[config.mk]
export PLATFORM = sky130hd
export DESIGN_NAME = reg_file_flags_flat
export DESIGN_NICKNAME = d
export VERILOG_FILES = /design/src/rtl/reg_file_flags_if.sv /design/src/rtl/reg_file_flags.sv /design/src/flat_wrapper.sv
export SDC_FILE = /design/constraint.sdc
export NUM_CORES = 1
export LEC_CHECK = 0
export ABC_AREA = 1
export CORE_MARGIN = 2
export CORE_UTILIZATION = 48
export DETAILED_ROUTE_END_ITERATION = 6
export PLACE_DENSITY = 0.72
export SKIP_CTS_REPAIR_TIMING = 1
export SYNTH_ARGS = -nofsm -noshare
export SYNTH_HDL_FRONTEND = slang
export SYNTH_SLANG_ARGS = --single-unit
[constraint.sdc]
create_clock -name clk -period 3.41 [get_ports clk]
set_input_delay 0.682 -clock clk [delete_from_list [all_inputs] [get_ports clk]]
set_output_delay 0.682 -clock clk [all_outputs]
set_load 0.01 [all_outputs]
[src/rtl/reg_file_flags_if.sv]
// Bus bundle between the ALU-side controller and the register file / flag register.
// The controller drives addresses, write data and flag inputs; the register file returns read data and flags.
interface reg_file_flags_if #(
  parameter int DW = 8,
  parameter int AW = 3
);
  logic [AW-1:0] rd_addrA;
  logic [AW-1:0] rd_addrB;
  logic [DW-1:0] datA_out;
  logic [DW-1:0] datB_out;
  logic          wr_en;
  logic [AW-1:0] wr_addr;
  logic [DW-1:0] dat_in;
  logic          flag_we;
  logic          flag_clr;
  logic          sc_in;
  logic          ngtv_in;
  logic          zero_in;
  logic          sc_out;
  logic          ngtv_out;
  logic          zero_out;
  logic [DW-1:0] r0_out;
  logic [DW-1:0] r1_out;

  modport master (
    output rd_addrA, rd_addrB, wr_en, wr_addr, dat_in,
           flag_we, flag_clr, sc_in, ngtv_in, zero_in,
    input  datA_out, datB_out, sc_out, ngtv_out, zero_out, r0_out, r1_out
  );

  modport slave (
    input  rd_addrA, rd_addrB, wr_en, wr_addr, dat_in,
           flag_we, flag_clr, sc_in, ngtv_in, zero_in,
    output datA_out, datB_out, sc_out, ngtv_out, zero_out, r0_out, r1_out
  );
endinterface

[src/rtl/reg_file_flags.sv]
// Architectural register file (2 read, 1 write) with optional write-to-read forwarding,
// plus the sc/ngtv/zero flag register that feeds the carry back into the ALU.
module reg_file_flags #(
  parameter int DW     = 8,
  parameter int AW     = 3,
  parameter int BYPASS = 1
) (
  input logic            clk,
  input logic            reset,
  reg_file_flags_if.slave bus
);
  localparam int NREG = 1 << AW;

  logic [DW-1:0] regs_q [NREG];
  logic [DW-1:0] regs_d [NREG];
  logic          sc_q, sc_d;
  logic          ngtv_q, ngtv_d;
  logic          zero_q, zero_d;
  logic [DW-1:0] rd_a_data;
  logic [DW-1:0] rd_b_data;

  always_comb begin
    regs_d = regs_q;
    if (bus.wr_en) regs_d[bus.wr_addr] = bus.dat_in;
  end

  // Clear beats capture; with neither, the carry is held for multi-word shifts.
  always_comb begin
    sc_d   = sc_q;
    ngtv_d = ngtv_q;
    zero_d = zero_q;
    if (bus.flag_clr) begin
      sc_d   = 1'b0;
      ngtv_d = 1'b0;
      zero_d = 1'b0;
    end else if (bus.flag_we) begin
      sc_d   = bus.sc_in;
      ngtv_d = bus.ngtv_in;
      zero_d = bus.zero_in;
    end
  end

  always_ff @(posedge clk) begin
    if (reset) begin
      regs_q <= '{default: '0};
      sc_q   <= 1'b0;
      ngtv_q <= 1'b0;
      zero_q <= 1'b0;
    end else begin
      regs_q <= regs_d;
      sc_q   <= sc_d;
      ngtv_q <= ngtv_d;
      zero_q <= zero_d;
    end
  end

  // Reads are forced to zero while reset is held so a pending write cannot leak through the bypass.
  always_comb begin
    rd_a_data = regs_q[bus.rd_addrA];
    rd_b_data = regs_q[bus.rd_addrB];
    if (BYPASS != 0 && bus.wr_en && bus.wr_addr == bus.rd_addrA) rd_a_data = bus.dat_in;
    if (BYPASS != 0 && bus.wr_en && bus.wr_addr == bus.rd_addrB) rd_b_data = bus.dat_in;
    if (reset) begin
      rd_a_data = '0;
      rd_b_data = '0;
    end
  end

  assign bus.datA_out = rd_a_data;
  assign bus.datB_out = rd_b_data;
  assign bus.r0_out   = regs_q[0];
  assign bus.r1_out   = regs_q[1];
  assign bus.sc_out   = sc_q;
  assign bus.ngtv_out = ngtv_q;
  assign bus.zero_out = zero_q;
endmodule

[src/flat_wrapper.sv]
// flat-port wrapper written by rule: the top's interface ports become plain ports
module reg_file_flags_flat 
#(
  parameter int DW     = 8,
  parameter int AW     = 3,
  parameter int BYPASS = 1
)
  (clk, reset, bus_rd_addrA, bus_rd_addrB, bus_wr_en, bus_wr_addr, bus_dat_in, bus_flag_we, bus_flag_clr, bus_sc_in, bus_ngtv_in, bus_zero_in, bus_datA_out, bus_datB_out, bus_sc_out, bus_ngtv_out, bus_zero_out, bus_r0_out, bus_r1_out);
  reg_file_flags_if #(.DW(DW), .AW(AW)) bus_i ();
  input logic clk;
  input logic reset;
  input wire logic [$bits(bus_i.rd_addrA)-1:0] bus_rd_addrA;
  input wire logic [$bits(bus_i.rd_addrB)-1:0] bus_rd_addrB;
  input wire logic [$bits(bus_i.wr_en)-1:0] bus_wr_en;
  input wire logic [$bits(bus_i.wr_addr)-1:0] bus_wr_addr;
  input wire logic [$bits(bus_i.dat_in)-1:0] bus_dat_in;
  input wire logic [$bits(bus_i.flag_we)-1:0] bus_flag_we;
  input wire logic [$bits(bus_i.flag_clr)-1:0] bus_flag_clr;
  input wire logic [$bits(bus_i.sc_in)-1:0] bus_sc_in;
  input wire logic [$bits(bus_i.ngtv_in)-1:0] bus_ngtv_in;
  input wire logic [$bits(bus_i.zero_in)-1:0] bus_zero_in;
  output wire logic [$bits(bus_i.datA_out)-1:0] bus_datA_out;
  output wire logic [$bits(bus_i.datB_out)-1:0] bus_datB_out;
  output wire logic [$bits(bus_i.sc_out)-1:0] bus_sc_out;
  output wire logic [$bits(bus_i.ngtv_out)-1:0] bus_ngtv_out;
  output wire logic [$bits(bus_i.zero_out)-1:0] bus_zero_out;
  output wire logic [$bits(bus_i.r0_out)-1:0] bus_r0_out;
  output wire logic [$bits(bus_i.r1_out)-1:0] bus_r1_out;
  assign bus_i.rd_addrA = bus_rd_addrA;
  assign bus_i.rd_addrB = bus_rd_addrB;
  assign bus_i.wr_en = bus_wr_en;
  assign bus_i.wr_addr = bus_wr_addr;
  assign bus_i.dat_in = bus_dat_in;
  assign bus_i.flag_we = bus_flag_we;
  assign bus_i.flag_clr = bus_flag_clr;
  assign bus_i.sc_in = bus_sc_in;
  assign bus_i.ngtv_in = bus_ngtv_in;
  assign bus_i.zero_in = bus_zero_in;
  assign bus_datA_out = bus_i.datA_out;
  assign bus_datB_out = bus_i.datB_out;
  assign bus_sc_out = bus_i.sc_out;
  assign bus_ngtv_out = bus_i.ngtv_out;
  assign bus_zero_out = bus_i.zero_out;
  assign bus_r0_out = bus_i.r0_out;
  assign bus_r1_out = bus_i.r1_out;
  reg_file_flags #(.DW(DW), .AW(AW), .BYPASS(BYPASS)) u_core (.clk(clk), .reset(reset), .bus(bus_i));
endmodule
* Word-level counts from Yosys, hierarchy flattened
Index checks and enable logic that the tools add are counted.
** Word-level totals
- Bits in registers :: 67
- Bits of input ports :: 25
- Output and inout port bits :: 35
- Logic and storage cells :: 37
** Cells by class
- $lt $le $gt $ge :: 4
- Equality and inequality tests :: 2
- Mux-type cells :: 13
- Bitwise gates (word level) :: 3
- Reduce and logical (&&, ||, !) cells :: 4
** Operators by type and width (number)
- $mux W8 :: 9
- $bwmux W64 :: 1
- $bmux W8 S3 :: 2
- $demux W8 S3 :: 1
- $ge A4 B4 Y1 const B :: 3
- $not A3 Y4 :: 3
- $eq A3 B3 Y1 :: 2
- $lt A4 B1 Y1 const B :: 1
- $logic_and A1 B1 Y1 :: 3
- $reduce_or A2 Y1 :: 1

* Depth between registers and ports, before layout
- Depth after elaboration :: 6
- Gate-level depth with buffers :: 9
- Mapped depth without buffers :: 8

* Worst setup path before layout
OpenSTA, ideal clock, no wires.
- Path type :: in2out
- Start :: input bus_rd_addrA[0]
- End :: output bus_datA_out[0]
- Data arrival time :: 1514 ps
- Setup slack :: 1214 ps
- Stages :: 8
- Path buffers :: 1
- Path through :: buf_4 inv_2 nor2_1 nor2_4 nand2_4 nand2_1 nor2_1 nor2_1
** Between the ends
- Longest elaborated chain between the ends :: 6
- Elaborated cells between the ends (all ways) :: 8
- Those cells by class :: eq/ne (1); mux (5); bitwise (1); reduce/logical (1)
** RTL lines
- start, declared :: line flat_wrapper.sv:12 : input wire logic [$bits(bus_i.rd_addrA)-1:0] bus_rd_addrA;
- $not A3 Y4 (implied by the code) :: line reg_file_flags.sv:59 : rd_a_data = regs_q[bus.rd_addrA];
- $bmux W8 S3 :: line reg_file_flags.sv:59
- $mux W8 (implied by the code) (2 in a row) :: line reg_file_flags.sv:59
- $mux W8 * :: line reg_file_flags.sv:61 : if (BYPASS != 0 && bus.wr_en && bus.wr_addr == bus.rd_addrA) rd_a_data = bus.dat_in;
- $mux W8 * :: line reg_file_flags.sv:63 : if (reset) begin
- end, declared :: line flat_wrapper.sv:22 : output wire logic [$bits(bus_i.datA_out)-1:0] bus_datA_out;
Every way passes the cells marked *; elsewhere a longest branch is shown, timed or not. The select of a mux whose other input is x is not followed.

* Worst setup path in the final report
- Start :: input bus_wr_addr[0]
- End :: output bus_datB_out[7]
** Between the ends
- Longest elaborated chain between the ends :: 4
** RTL lines
- start, declared :: line flat_wrapper.sv:15 : input wire logic [$bits(bus_i.wr_addr)-1:0] bus_wr_addr;
- $eq A3 B3 Y1 :: line reg_file_flags.sv:62 : if (BYPASS != 0 && bus.wr_en && bus.wr_addr == bus.rd_addrB) rd_b_data = bus.dat_in;
- $logic_and A1 B1 Y1 :: line reg_file_flags.sv:62
- $mux W8 :: line reg_file_flags.sv:62
- $mux W8 :: line reg_file_flags.sv:63
- end, declared :: line flat_wrapper.sv:23 : output wire logic [$bits(bus_i.datB_out)-1:0] bus_datB_out;
Every way passes these cells.

==> flow_summary_export.csv <==
group,metric,value,unit
run_status,status,"finished, final reports clean",
logic_synthesis,yosys_warnings,0,
critical_path,cp_slowest_cell,"clkdlybuf4s50_1",
power_and_ir_drop,ir_worst_vdd,0.000230,V
logic_synthesis,syn_area_per_cell,6.44,sq um
logic_synthesis,ys_types,21,
power_and_ir_drop,power.density,367,nW/um^2
clock_tree,htreeDepth,3,
logic_synthesis,synth_top_family_by_area,"simple AND/OR/NAND/NOR gates",
sta,worstMarginPinSlew,0.421,ns
logic_synthesis,synth_fa_ha_area_share,0,%
critical_path,worst-path-max-fanout,8,
critical_path,criticalPathCategory,"in -> out",
logic_synthesis,synthSimpleGateAreaFrac,39.5,%
route,drt_wl_total,13100,um
sta,relSlewSlack,71.8,%
logic_synthesis,syn_area,4120,sq um
logic_synthesis,ys_seq_elements,67,
logic_synthesis,syn-num-nets,664,
final_layout,ff_latch_area,1340,sq um
critical_path,cp.required,2.73,ns
placement,io_buffers,59,
sta,rsz0062_at_grt,"yes",
grt,grt_pass1_wl,21300,um
floorplanning,start_util,49.8,%
logic_synthesis,synth-seq-area-share,32.6,%
logic_synthesis,synth-xor-area-share,0,%
placement,gp_congestion,0.926,
final_layout,final_cells,800,
clock_tree,cts_buffer_depth,2,
logic_synthesis,syn_inst,639,
final_layout,drive_gt1_share,11.9,%
route,wl_per_cell,16.4,um
placement,dp.cells,782,
route,drcViolationCount,0,
route,viasPerCell,5.61,
floorplanning,ios,60,
clock_tree,numCtsBuffers,9,
final_layout,antennaDiodeCount,0,
sta,slew_viol_final,0,
floorplanning,die_h,96.6,um
sta,finalSetupViolCount,0,
power_and_ir_drop,leakage,0.00204,uW
logic_synthesis,muxShareOfSynthArea,0,%
clock_tree,clockRootBuffer,"clkbuf_8",
sta,fin_skew,0,ns
route,vias,4490,
critical_path,start_kind,"input pin",
route,drt_first_pass_iters,7,
clock_tree,clock_latency,0.34,ns
sta,post-route-period-util,97.2,%
critical_path,cp_slowest_stage_delay,0.63,ns
grt,antenna_found_initial,0,
final_layout,multiInputGateArea,2300,sq um
clock_tree,clk_pin_slew,0.07,ns
sta,layout_min_cycle_time,3.31,ns
grt,grt_use_total,27.9,%
final_layout,nNetsFinal,716,
logic_synthesis,async_flop_share,0,%
route,drt.antenna.violating_nets,0,
floorplanning,dieArea,9330,sq um
floorplanning,core-area,8260,sq um
route,drt_iter0_drc,408,
sta,fin_setup_tns,0,ns
final_layout,area_growth,19.8,%
clock_tree,tritoncts,"done",
floorplanning,die_width,96.6,um
critical_path,cp-end-kind,"primary output",
sta,hold_violations,0,
placement,post-dp-hpwl,9530,um
critical_path,arrival,2.63,ns
critical_path,crit_path_cell_trace,"clkdlybuf4s50_1 -> nand2_1 -> nand2_2 -> nor2_4 -> buf_4 -> nand3_1 -> nand2_1 -> nor2_1 -> clkdlybuf4s50_1",
final_layout,n_fill_cell,833,
grt,grt_pass1_vias,4141,
logic_synthesis,ys.flop_type,"dfxtp_1",
grt,overflow,0,
run,maxCapViolCount,0,
logic_synthesis,synth_edf_count,0,
floorplanning,rows,33,
sta,fmax,302,MHz
hold_path,hold_path.class,"reg -> reg",
logic_synthesis,synth_compound_area_share,16.3,%
clock_tree,clock_sinks,67,
grt,grt_max_degree,81,
final_layout,utilization,59.7,%
## critical path, delay by kind of cell
family                 cells  cell delay, ns
buffers and inverters      3            1.37
and+or+nand+nor            6            0.59
## through the flow
| step | setup slack, ns | hold WS (ns) | area, sq um | power [uW] |
|---|---|---|---|---|
| CTS | 0.116 | 0.470 | 4890 | 1800 |
| global route | 0.000408 | 0.494 | 4930 | 1880 |
| finish | 0.0953 | 0.470 | 4930 | 1810 |
| floorplan | 1.21 | 0.481 | 4120 | 1080 |
| global placement | 0.0931 | 0.447 | 4730 | 1230 |
| detailed placement | 0.119 | 0.457 | 4730 | 1240 |
## synth_stat cells (5+ instances only)
library cell / number / area (sq um)
clkbuf_1: 6 / 22.5
inv_2: 5 / 18.8
buf_6: 12 / 135
buf_4: 18 / 135
a21oi_1: 65 / 325
nand2_1: 200 / 751
nand3_1: 96 / 480
nor2_4: 12 / 135
nor2_1: 47 / 176
o21ai_0: 54 / 270
inv_1: 6 / 22.5
buf_2: 17 / 85.1
dfxtp_1: 67 / 1340
clkinv_1: 9 / 33.8
o21ai_1: 8 / 40.0
## cells by family (layout without fill, tap and decap cells)
logic type | after synthesis | after routing
compound gates | 131 | 131
flops | 67 | 67
buf+inv | 76 | 132
simple gates | 365 | 365
## path summary, 6_finish.rpt
path,start,end,slack [ns],cells after the start
min reg2reg,u_core.bus.ngtv_out$_SDFFE_PP0P_,u_core.bus.ngtv_out$_SDFFE_PP0P_,0.47,2
max,bus_wr_addr[0],bus_datB_out[7],0.1,9
max reg2reg,u_core.bus.r1_out[3]$_SDFFE_PP0P_,u_core.bus.r1_out[3]$_SDFFE_PP0P_,2.66,2
min,u_core.bus.ngtv_out$_SDFFE_PP0P_,u_core.bus.ngtv_out$_SDFFE_PP0P_,0.47,2
## where the power goes
| part | internal, uW | switching [uW] |
|---|---|---|
| clock network | 277 | 303 |
| registers | 810 | 24.0 |
| logic | 165 | 231 |
| total | 1250 | 558 |
## state kept, by name, indices dropped and copies added (netlist names)
register and cells:
u_core.regs_q 48, u_core.bus.r0_out 8, u_core.bus.r1_out 8, u_core.bus.ngtv_out 1, u_core.bus.sc_out 1, u_core.bus.zero_out 1
## per-layer routing
metal | vias to the layer above | GRT usage, % | routed length [um]
met3 | 32 | 6.07 | 1100
met5 | - | 0 | 0
li1 | 2190 | - | -
met1 | 2036 | 38.3 | 5700
met2 | 232 | 42.7 | 5950
met4 | 0 | 10.7 | 384
## cells in the final DEF, fill, tap and decap left out, types with 3 or more instances in the layout
| cell type | n |
|---|---|
| o21ai_1 | 8 |
| buf_4 | 33 |
| inv_2 | 5 |
| o21ai_0 | 54 |
| nand2_1 | 200 |
| buf_12 | 3 |
| a21oi_1 | 65 |
| clkbuf_8 | 10 |
| clkinv_2 | 3 |
| clkdlybuf4s50_1 | 58 |
| nand3_1 | 96 |
| inv_1 | 6 |
| dfxtp_1 | 67 |
| nor2_2 | 5 |
| clkinv_1 | 9 |
| nand2_4 | 4 |
| nor2_4 | 12 |
| nor2_1 | 46 |
## cell type report
class	count	area share, %
inverter	20	1.52
multi-input combinational	496	46.6
sequential	67	27.2
clock inverter	3	0.305
timing repair buffer	97	18.7
clock buffer	12	2.94
tap	105	2.66
Note: power is estimated with default switching activity, not from simulation.
